`config.mk`:
```
export PLATFORM = sky130hd
export DESIGN_NAME = sequence_gen_flat
export DESIGN_NICKNAME = d
export VERILOG_FILES = /design/src/rtl/sequence_gen_if.sv /design/src/rtl/sequence_gen.sv /design/src/flat_wrapper.sv
export SDC_FILE = /design/constraint.sdc
export NUM_CORES = 1
export LEC_CHECK = 0
export CAP_MARGIN = 20
export CORE_ASPECT_RATIO = 1.25
export CORE_UTILIZATION = 25
export CTS_CLUSTER_DIAMETER = 150
export DETAILED_ROUTE_END_ITERATION = 10
export GPL_ROUTABILITY_DRIVEN = 1
export PLACE_DENSITY = 0.55
export SYNTH_ARGS = -nofsm -noshare
export SYNTH_HDL_FRONTEND = slang
export SYNTH_SLANG_ARGS = --single-unit
```
`constraint.sdc`:
```
create_clock -name clock -period 2.55 [get_ports clock]
set_input_delay 0.765 -clock clock [delete_from_list [all_inputs] [get_ports clock]]
set_output_delay 0.765 -clock clock [all_outputs]
set_load 0.05 [all_outputs]
```
`src/rtl/sequence_gen_if.sv`:
```
// -----------------------------------------------------------------------------
// sequence_gen_if
//
// Purpose:
//   Bundles the control and serial-data signals of the sequence_gen serial
//   pattern transmitter.
//
// Modports:
//   master : the controlling logic. It drives start, abort and the operands.
//            It observes the serial stream and the status flags.
//   slave  : the sequence_gen block itself.
//
// Signals:
//   start         request, accepted only while the transmitter is idle
//   abort         synchronous cancel of an active transfer
//   pattern_in    PAT_W-bit pattern, sent MSB first
//   repeat_count  number of repetitions (0 = none)
//   gap_cycles    idle cycles between repetitions
//   sequence_out  serial data bit
//   valid_out     high while sequence_out carries a pattern bit
//   busy          high from start acceptance until done/abort
//   done          one-cycle completion pulse
//   bit_index     index of the pattern bit currently driven
// -----------------------------------------------------------------------------
interface sequence_gen_if #(
    parameter int PAT_W = 4,
    parameter int CNT_W = 8,
    parameter int GAP_W = 4
);
    localparam int IDX_W = $clog2(PAT_W);

    logic             start;
    logic             abort;
    logic [PAT_W-1:0] pattern_in;
    logic [CNT_W-1:0] repeat_count;
    logic [GAP_W-1:0] gap_cycles;

    logic             sequence_out;
    logic             valid_out;
    logic             busy;
    logic             done;
    logic [IDX_W-1:0] bit_index;

    modport master (
        output start, abort, pattern_in, repeat_count, gap_cycles,
        input  sequence_out, valid_out, busy, done, bit_index
    );

    modport slave (
        input  start, abort, pattern_in, repeat_count, gap_cycles,
        output sequence_out, valid_out, busy, done, bit_index
    );
endinterface

```
`src/rtl/sequence_gen.sv`:
```
// -----------------------------------------------------------------------------
// sequence_gen
//
// Purpose:
//   Serial pattern transmitter, the source side for the serial sequence
//   detector. It accepts a start request while idle and latches the pattern,
//   the repeat count and the gap length. It then shifts the pattern out MSB
//   first, one bit per clock. The pattern is repeated repeat_count times.
//   Repetitions are separated by gap_cycles idle cycles, or sent back-to-back
//   when gap_cycles is 0. The transfer ends with a one-cycle done pulse.
//
// Ports:
//   clock  system clock, rising edge
//   reset  asynchronous, active-high; clears all state immediately
//   bus    sequence_gen_if.slave
//          in : start, abort, pattern_in, repeat_count, gap_cycles
//          out: sequence_out, valid_out, busy, done, bit_index
//          All outputs are registered.
//
// Optional feature (compile-time macro SEQ_GEN_PARITY_EN):
//   When the macro is defined, each repetition is followed by one extra bit.
//   That bit is the even parity (XOR) of the latched pattern, sent with
//   valid_out=1 and bit_index=0. A repetition then takes PAT_W+1 cycles.
//   When the macro is undefined, no parity bit is sent.
//
// Timing (macro undefined, N>0 repetitions, G gap cycles):
//   busy stays high for 1 + N*PAT_W + (N-1)*G cycles. The first cycle after
//   acceptance is a lead cycle with busy=1 and valid_out=0. The MSB of the
//   first repetition follows on the next cycle.
// -----------------------------------------------------------------------------
module sequence_gen #(
    parameter int PAT_W = 4,
    parameter int CNT_W = 8,
    parameter int GAP_W = 4
) (
    input  logic           clock,
    input  logic           reset,
    sequence_gen_if.slave  bus
);
    localparam int IDX_W = $clog2(PAT_W);
    localparam logic [IDX_W-1:0] MSB_IDX = IDX_W'(PAT_W - 1);
    localparam logic [CNT_W-1:0] ONE_REP = CNT_W'(1);

    typedef enum logic [1:0] {
        IDLE  = 2'd0,
        SHIFT = 2'd1,
        GAP   = 2'd2,
        DONE  = 2'd3
    } state_t;

    // The state register is aligned with the registered outputs. state_reg
    // always names the phase the outputs are showing in the current cycle.
    state_t           state_reg;

    // Operands latched at acceptance. They are never touched again until the
    // next acceptance, so input changes mid-transfer have no effect.
    logic [PAT_W-1:0] pattern_reg;
    logic [GAP_W-1:0] gap_len_reg;

    // remaining_reg counts the repetitions still owed, including the one
    // currently being shifted. It is therefore at least 1 inside SHIFT.
    logic [CNT_W-1:0] remaining_reg;

    // Counts the idle cycles left after the current GAP cycle.
    logic [GAP_W-1:0] gap_cnt_reg;

    logic             sequence_out_reg;
    logic             valid_out_reg;
    logic             busy_reg;
    logic             done_reg;
    logic [IDX_W-1:0] bit_index_reg;

`ifdef SEQ_GEN_PARITY_EN
    // Set while the trailing parity bit of a repetition is on the line.
    logic             parity_phase_reg;
`endif

    // Index of the next lower pattern bit, used while stepping through SHIFT.
    logic [IDX_W-1:0] idx_dec;
    // High in the final cycle of a repetition, that is the last bit on the line.
    logic             rep_last;

    assign idx_dec = bit_index_reg - 1'b1;

`ifdef SEQ_GEN_PARITY_EN
    assign rep_last = parity_phase_reg;
`else
    assign rep_last = (bit_index_reg == '0);
`endif

    always_ff @(posedge clock or posedge reset) begin
        if (reset) begin
            state_reg        <= IDLE;
            pattern_reg      <= '0;
            gap_len_reg      <= '0;
            remaining_reg    <= '0;
            gap_cnt_reg      <= '0;
            sequence_out_reg <= 1'b0;
            valid_out_reg    <= 1'b0;
            busy_reg         <= 1'b0;
            done_reg         <= 1'b0;
            bit_index_reg    <= '0;
`ifdef SEQ_GEN_PARITY_EN
            parity_phase_reg <= 1'b0;
`endif
        end else begin
            // done is a single-cycle pulse. It is asserted only on the edge
            // that enters DONE.
            done_reg <= 1'b0;

            case (state_reg)
                IDLE: begin
                    sequence_out_reg <= 1'b0;
                    valid_out_reg    <= 1'b0;
                    bit_index_reg    <= '0;
                    if (bus.start && !bus.abort) begin
                        pattern_reg   <= bus.pattern_in;
                        remaining_reg <= bus.repeat_count;
                        gap_len_reg   <= bus.gap_cycles;
                        // The lead cycle has the same outputs as a gap cycle
                        // (busy=1, valid_out=0). It is modelled as a GAP of
                        // length one. The zero-repeat case then drops
                        // straight into DONE from that cycle.
                        gap_cnt_reg   <= '0;
                        busy_reg      <= 1'b1;
                        state_reg     <= GAP;
                    end else begin
                        busy_reg      <= 1'b0;
                    end
                end

                GAP: begin
                    if (bus.abort) begin
                        state_reg        <= IDLE;
                        sequence_out_reg <= 1'b0;
                        valid_out_reg    <= 1'b0;
                        busy_reg         <= 1'b0;
                        bit_index_reg    <= '0;
                    end else if (gap_cnt_reg == '0) begin
                        if (remaining_reg == '0) begin
                            // Only reachable from the lead cycle when
                            // repeat_count was 0. No bits are sent.
                            state_reg        <= DONE;
                            sequence_out_reg <= 1'b0;
                            valid_out_reg    <= 1'b0;
                            busy_reg         <= 1'b0;
                            done_reg         <= 1'b1;
                            bit_index_reg    <= '0;
                        end else begin
                            state_reg        <= SHIFT;
                            sequence_out_reg <= pattern_reg[PAT_W-1];
                            valid_out_reg    <= 1'b1;
                            busy_reg         <= 1'b1;
                            bit_index_reg    <= MSB_IDX;
                        end
                    end else begin
                        gap_cnt_reg <= gap_cnt_reg - 1'b1;
                    end
                end

                SHIFT: begin
                    if (bus.abort) begin
                        state_reg        <= IDLE;
                        sequence_out_reg <= 1'b0;
                        valid_out_reg    <= 1'b0;
                        busy_reg         <= 1'b0;
                        bit_index_reg    <= '0;
`ifdef SEQ_GEN_PARITY_EN
                        parity_phase_reg <= 1'b0;
`endif
                    end else if (!rep_last) begin
`ifdef SEQ_GEN_PARITY_EN
                        if (bit_index_reg == '0) begin
                            // The LSB has just been sent. Append the parity
                            // bit, keeping bit_index at 0.
                            parity_phase_reg <= 1'b1;
                            sequence_out_reg <= ^pattern_reg;
                        end else begin
                            bit_index_reg    <= idx_dec;
                            sequence_out_reg <= pattern_reg[idx_dec];
                        end
`else
                        bit_index_reg    <= idx_dec;
                        sequence_out_reg <= pattern_reg[idx_dec];
`endif
                    end else begin
`ifdef SEQ_GEN_PARITY_EN
                        parity_phase_reg <= 1'b0;
`endif
                        // Check for the final repetition before subtracting,
                        // so the count never wraps, even for a full-scale
                        // repeat_count.
                        if (remaining_reg == ONE_REP) begin
                            remaining_reg    <= '0;
                            state_reg        <= DONE;
                            sequence_out_reg <= 1'b0;
                            valid_out_reg    <= 1'b0;
                            busy_reg         <= 1'b0;
                            done_reg         <= 1'b1;
                            bit_index_reg    <= '0;
                        end else begin
                            remaining_reg <= remaining_reg - 1'b1;
                            if (gap_len_reg == '0) begin
                                // Back-to-back: the next MSB goes out on the
                                // very next cycle.
                                sequence_out_reg <= pattern_reg[PAT_W-1];
                                valid_out_reg    <= 1'b1;
                                bit_index_reg    <= MSB_IDX;
                            end else begin
                                state_reg        <= GAP;
                                gap_cnt_reg      <= gap_len_reg - 1'b1;
                                sequence_out_reg <= 1'b0;
                                valid_out_reg    <= 1'b0;
                                bit_index_reg    <= '0;
                            end
                        end
                    end
                end

                DONE: begin
                    // start and abort are both ignored here. The done pulse
                    // has already been issued on entry.
                    state_reg        <= IDLE;
                    sequence_out_reg <= 1'b0;
                    valid_out_reg    <= 1'b0;
                    busy_reg         <= 1'b0;
                    bit_index_reg    <= '0;
                end

                default: begin
                    state_reg        <= IDLE;
                    sequence_out_reg <= 1'b0;
                    valid_out_reg    <= 1'b0;
                    busy_reg         <= 1'b0;
                    bit_index_reg    <= '0;
                end
            endcase
        end
    end

    assign bus.sequence_out = sequence_out_reg;
    assign bus.valid_out    = valid_out_reg;
    assign bus.busy         = busy_reg;
    assign bus.done         = done_reg;
    assign bus.bit_index    = bit_index_reg;

endmodule

```
`src/flat_wrapper.sv`:
```
// flat-port wrapper written by rule: the top's interface ports become plain ports
module sequence_gen_flat 
#(
    parameter int PAT_W = 4,
    parameter int CNT_W = 8,
    parameter int GAP_W = 4
)
  (clock, reset, bus_start, bus_abort, bus_pattern_in, bus_repeat_count, bus_gap_cycles, bus_sequence_out, bus_valid_out, bus_busy, bus_done, bus_bit_index);
  sequence_gen_if #(.PAT_W(PAT_W), .CNT_W(CNT_W), .GAP_W(GAP_W)) bus_i ();
  input  logic clock;
  input  logic reset;
  input wire logic [$bits(bus_i.start)-1:0] bus_start;
  input wire logic [$bits(bus_i.abort)-1:0] bus_abort;
  input wire logic [$bits(bus_i.pattern_in)-1:0] bus_pattern_in;
  input wire logic [$bits(bus_i.repeat_count)-1:0] bus_repeat_count;
  input wire logic [$bits(bus_i.gap_cycles)-1:0] bus_gap_cycles;
  output wire logic [$bits(bus_i.sequence_out)-1:0] bus_sequence_out;
  output wire logic [$bits(bus_i.valid_out)-1:0] bus_valid_out;
  output wire logic [$bits(bus_i.busy)-1:0] bus_busy;
  output wire logic [$bits(bus_i.done)-1:0] bus_done;
  output wire logic [$bits(bus_i.bit_index)-1:0] bus_bit_index;
  assign bus_i.start = bus_start;
  assign bus_i.abort = bus_abort;
  assign bus_i.pattern_in = bus_pattern_in;
  assign bus_i.repeat_count = bus_repeat_count;
  assign bus_i.gap_cycles = bus_gap_cycles;
  assign bus_sequence_out = bus_i.sequence_out;
  assign bus_valid_out = bus_i.valid_out;
  assign bus_busy = bus_i.busy;
  assign bus_done = bus_i.done;
  assign bus_bit_index = bus_i.bit_index;
  sequence_gen #(.PAT_W(PAT_W), .CNT_W(CNT_W), .GAP_W(GAP_W)) u_core (.clock(clock), .reset(reset), .bus(bus_i));
endmodule
```
== Word-level counts from Yosys, hierarchy flattened ==
Index checks and enable logic that the tools add are counted.
Word-level totals
  bits of input ports: 20
  flip-flop bits (word level): 28
  memory bits (read-only): 0
  logic and storage cells: 106
  memories: 0
  bits in latches: 0
  output and inout port bits: 6
  memory bits (writable): 0
Cells by class
  multipliers: 0
  bitwise gates (word level): 0
  reductions and logical operators: 16
  eq/ne operators: 15
  add/sub/neg operators: 4
  div/mod/pow operators: 0
  mux-type cells: 60
  $lt $le $gt $ge: 1
  shift-type cells: 0
Operator list (count)
  8-bit two-way mux: 4
  2-bit two-way mux: 15
  4-bit two-way mux: 7
  1-bit two-way mux: 25
  8-bit case mux with 2 select lines: 1
  4-bit case mux with 3 select lines: 1
  2-bit != test (second input constant): 5
  3-bit by 2-bit != test with 1-bit output (second input constant): 3
  8-bit by 1-bit == test with 1-bit output (second input constant): 1
  4-bit zero test: 2
  8-bit zero test: 1
  2-bit case mux with 4 select lines: 1
  4-bit AND reduction: 2
  8-bit AND reduction: 1
  4-bit by 1-bit subtractor with 4-bit output (second input constant): 2
  8-bit by 1-bit subtractor with 8-bit output (second input constant): 1
  1-bit case mux with 3 select lines: 2
  2-bit case mux with 3 select lines: 1
  2-bit == test (second input constant): 2
  2-bit zero test: 2
  2-bit by 1-bit != test with 1-bit output (second input constant): 2
  4-bit by 3-bit != test with 1-bit output (second input constant): 1
  1-bit case mux with 4 select lines: 1
  2-bit AND reduction: 2
  11 further kinds: 11

== Logic depth before layout (Yosys ltp) ==
  depth after elaboration: 6
  gate-level depth with buffers: 10

== Least setup slack after synthesis ==
OpenSTA, ideal clock, no wires.
  kind: flip-flop to flip-flop
  start point: register u_core.bit_index_reg[0] (netlist: u_core.bus.bit_index[0])
  end point: register u_core.gap_cnt_reg[1]
  clock period less this slack: 2025 ps
  cell stages (with the launch flop): 7
  slack: 525 ps
  setup time: 125 ps
  path buffers: 0
  data arrival time: 1900 ps
  cell sequence: dfrtp_1 > inv_1 > ha_1 > nor2b_1 > nor4_2 > nand3_1 > mux2_2
Between the ends
  longest elaborated chain between the ends: 3
Ends and longest elaborated chain
  start: declaration: line sequence_gen.sv:71  | logic [IDX_W-1:0] bit_index_reg;
  start signal: assignment: line sequence_gen.sv:183  | bit_index_reg <= idx_dec;
  2-bit zero test: line sequence_gen.sv:88  | assign rep_last = (bit_index_reg == '0);
  2-bit by 1-bit != test with 1-bit output (no source line)
  8-bit AND reduction (no source line)
  end signal: assignment: line sequence_gen.sv:157  | gap_cnt_reg <= gap_cnt_reg - 1'b1;
  end signal: assignment: line sequence_gen.sv:211  | gap_cnt_reg <= gap_len_reg - 1'b1;
  end: declaration: line sequence_gen.sv:65  | logic [GAP_W-1:0] gap_cnt_reg;
Every way passes these cells.
A chain may end at the register's enable or synchronous reset.

== Worst setup path after layout ==
  start point: register u_core.bit_index_reg[0] (netlist: u_core.bus.bit_index[0])
  end point: output port bus_bit_index[0]
RTL lines
  end: declaration: line flat_wrapper.sv:21  | output wire logic [$bits(bus_i.bit_index)-1:0] bus_bit_index;
No word-level cell between the ends.

==> reports/summary.log <==
qor: setup_path.critical_path_buf_inv_count 1
qor: die.die_h 97.7 um
qor: yosys.ys_warn_count 0
qor: die.core 7020 um^2
qor: timing.worst_slew_margin_rel 0.664
qor: power_and_ir_drop.p_int 1510 uW
qor: routing.detailedRoute.firstIterationViolations 96
qor: die.floorplan.initialDensity 0.261
qor: setup_path.rrSetupSlack 0.41 ns
qor: min_path.whs_endpoint u_core.bus.valid_out
qor: timing.finalMaxSlewViolations 0
qor: routing.antenna_violating_nets_post_route 0
qor: global_route.via_count_of_the_first_global_routing_pass 1565
qor: timing.setup_viol_count_final 0
qor: clocking.clock-root-buffer sky130_fd_sc_hd__clkbuf_8
qor: clocking.worst_skew_pair.late_latency 0.28 ns
qor: setup_path.crit_type flop to primary output
qor: setup_path.setup.worst_path.start_class flop
qor: timing.tightestPinTransition 0.502 ns
qor: timing.layout_min_cycle_time 2.41 ns
qor: die.rows 34
qor: power_and_ir_drop.p_comb_frac 0.538
qor: global_route.first_pass_grt_wire_length 7.37 mm
qor: setup_path.cp_cell_sequence clkdlybuf4s50_1
qor: power_and_ir_drop.clockPowerShare 0.136
qor: setup_path.worst_setup_path_end_kind primary output
qor: timing.finalSetupTns 0 ns
qor: power_and_ir_drop.irDropWorstVdd 0.341 mV
qor: yosys.syn-mean-instance-area 10.0 um^2
qor: layout.final_layout_size_suffix_gt1_frac 0.178
qor: layout.flip_flop_count_of_the_largest_register_after_layout 8
qor: timing.grt_setup_unrepaired no
qor: timing.report.final.hold_viol_count 0
qor: clocking.tritoncts built
qor: routing.route.detailed.vias_per_inst 5.10
qor: routing.via_count 1576
qor: clocking.tritoncts.num_buffers 3
qor: layout.filler_cell_count 727
qor: layout.final_layout_net_count 247
qor: yosys.post_synth_num_cell_types 51
qor: placement.gp_congestion 0.792
qor: setup_path.critical-path-slowest-cell sky130_fd_sc_hd__clkdlybuf4s50_1
qor: min_path.worstHoldPathCells 1
qor: yosys.netlist_instances 183
qor: setup_path.worst_r2r_endpoint u_core.bus.busy
qor: routing.totalWireLength 4.49 mm
qor: setup_path.crit_path_max_fanout 5
qor: clocking.cts_sinks 28
qor: die.pin_count 26
qor: yosys.ys_seq_area_frac 0.383
qor: die.dieWidth 78.6 um
qor: setup_path.critPathArrivalTime 1.64 ns
qor: layout.area_growth_syn_to_layout 28.0%
qor: min_path.hold_crit_class flop to flop
qor: yosys.postSynth.topFlopCell sky130_fd_sc_hd__dfrtp_1
qor: setup_path.critical_path_depth 1
qor: routing.drt_pass1_iterations 4
qor: setup_path.critical_path.top_delay_family buffers and inverters
qor: global_route.globalRoute.totalOverflow 0
qor: clocking.cts.htree.levels 1
qor: run_status.status completed
qor: flow_run.maxCapViolations 0
qor: min_path.hold_start u_core.bus.valid_out
qor: power_and_ir_drop.share_of_power_burned_in_registers 0.326
qor: timing.timing.fmax 415 MHz
qor: layout.insertedDiodeCount 0
qor: global_route.grtUsageTotal 0.122
qor: clocking.clk_path_buf_depth 2
qor: placement.dp_hpwl 3.31 mm
qor: global_route.grt_max_degree 29
qor: yosys.ys_async_sr_fraction 1.00
qor: placement.placed_area 2270 um^2
qor: global_route.number_of_antenna_violations_at_the_first_check_in_global_routing 0
qor: setup_path.req_time_crit_path 1.79 ns
qor: clocking.cts.repair.resized 0
qor: yosys.synth_seq_cells 28
qor: setup_path.timing.reg2reg.worst_path_depth 6
qor: power_and_ir_drop.total_power 2650 uW
qor: timing.clock_skew 0.00441 ns
qor: timing.final_critical_path_share_of_the_clock_period 0.945
qor: clocking.count_of_hold_buffers_inserted_by_post_cts_repair 0
qor: routing.drc 0
qor: setup_path.timing.critical_path.slowest_cell_delay 0.86 ns
qor: placement.io_buffers 25
qor: setup_path.critical_path.reg2reg.startpoint u_core.remaining_reg[0]
qor: clocking.postcts_setup_bufs 0
qor: layout.stdcell_area 2340 um^2
qor: power_and_ir_drop.power.density 1130 nW/um^2
qor: power_and_ir_drop.sw_ratio 0.430
qor: yosys.synth.cell_area 1830 um^2
qor: power_and_ir_drop.cellLeakagePower 0.000940 uW
qor: routing.drt-wirelength-per-cell 14.5 um
qor: layout.layout.core_utilization 0.334
qor: yosys.postSynthNetCount 210
qor: die.overall_die_area 7680 um^2
qor: yosys.synth-edff-count 0
qor: clocking.clk_transition_reported_paths 0.10 ns
qor: power_and_ir_drop.power.net_switching 1140 uW
-- power groups by stage --
stage | clock network, uW | registers (uW) | logic (uW)
after detailed placement | 0 | 870 | 1420
after global routing | 395 | 892 | 1550
after global placement | 0 | 864 | 1410
after floorplan | 0 | 894 | 960
final | 361 | 862 | 1420
after CTS | 374 | 860 | 1430
-- cell usage in the layout (no fill, tap or decap), types with 3 or more instances in the layout --
master                            Yosys  layout
sky130_fd_sc_hd__a2bb2oi_1            3       3
sky130_fd_sc_hd__nand3_1              4       4
sky130_fd_sc_hd__buf_4                0      15
sky130_fd_sc_hd__ha_1                 7       7
sky130_fd_sc_hd__o2bb2ai_1            4       4
sky130_fd_sc_hd__nor3_1               3       3
sky130_fd_sc_hd__dfrtp_1             28      28
sky130_fd_sc_hd__clkdlybuf4s50_1      0      25
sky130_fd_sc_hd__nand2b_1             5       5
sky130_fd_sc_hd__nand4_1              5       5
sky130_fd_sc_hd__clkbuf_8             0       3
sky130_fd_sc_hd__nand2_1              7       7
sky130_fd_sc_hd__a211oi_1             3       3
sky130_fd_sc_hd__nor2_1               9       9
sky130_fd_sc_hd__inv_1               12      12
sky130_fd_sc_hd__o21ai_0             17      17
sky130_fd_sc_hd__nor2b_1              6       6
sky130_fd_sc_hd__a21oi_1              3       3
sky130_fd_sc_hd__mux2_2              10      10
sky130_fd_sc_hd__a22o_1               6       6
sky130_fd_sc_hd__o41ai_1              3       3
sky130_fd_sc_hd__mux2i_1              3       3
-- cell families (layout without fill, tap and decap cells) --
group,Yosys count,count (layout),share of synthesized area
and+or+nand+nor,56,56,0.190
adders and majority gates,7,7,0.0478
muxes,14,14,0.0902
xor gates and xnor gates,1,1,0.00478
DFF,28,28,0.383
buffers and inverters,20,56,0.0430
AOI/OAI and AO/OA,57,57,0.242
-- synthesized netlist by cell type (all sizes together) (3+ instances only) --
library cell	instances	area, um^2
dfrtp	28	701
mux2	10	113
nor4b	3	32.5
o41ai	3	26.3
a2bb2oi	3	26.3
a22o	6	52.6
clkbuf	5	18.8
nor2b	6	37.5
a21oi	3	15.0
a211oi	3	22.5
nand2	7	26.3
o2bb2ai	4	35.0
buf	3	15.0
mux2i	3	30.0
o21ai	18	101
nor3	4	25.0
nor2	9	33.8
nand4	5	31.3
nor4	4	37.5
nand2b	5	31.3
inv	12	45.0
ha	7	87.6
nand3	4	20.0
-- layout make-up --
type,count,area [um^2],share of cell area
Timing Repair Buffer,40,363,0.155
Inverter,12,45.0,0.0192
Clock inverter,1,30.0,0.0128
Sequential cell,28,701,0.299
Clock buffer,3,41.3,0.0176
Multi-Input combinational cell,135,1050,0.449
Tap cell,90,113,0.0480
-- per-layer routing --
layer  routed length, um  part of all wire  vias to the layer above  track usage
met2                2310              0.51                       34        0.213
met5                   0                 0                        -            0
met3                 148             0.033                        7       0.0169
met1                1960              0.44                      769        0.145
met4                  83             0.018                        0       0.0584
li1                    -                 -                      766            -
-- stage by stage --
stage | setup WS [ns] | instances | hold WS (ns)
2_1_floorplan | 0.525 | 183 | 0.458
3_3_place_gp | 0.161 | 305 | 0.478
3_5_place_dp | 0.156 | 305 | 0.479
4_1_cts | 0.122 | 309 | 0.508
5_1_grt | 0.0842 | 309 | 0.524
6_report | 0.141 | 309 | 0.499
-- how the worst max path moves through the flow --
stage                                  from                 endpoint  slack [ns]
floorplan           u_core.bus.bit_index[0]    u_core.gap_cnt_reg[1]        0.53
global placement                  bus_abort  u_core.remaining_reg[6]        0.16
detailed placement                bus_abort  u_core.remaining_reg[6]        0.16
CTS                 u_core.bus.bit_index[0]         bus_bit_index[0]        0.12
global route        u_core.bus.bit_index[0]         bus_bit_index[0]        0.08
finish              u_core.bus.bit_index[0]         bus_bit_index[0]        0.14
(Power assumes the default switching activity.)
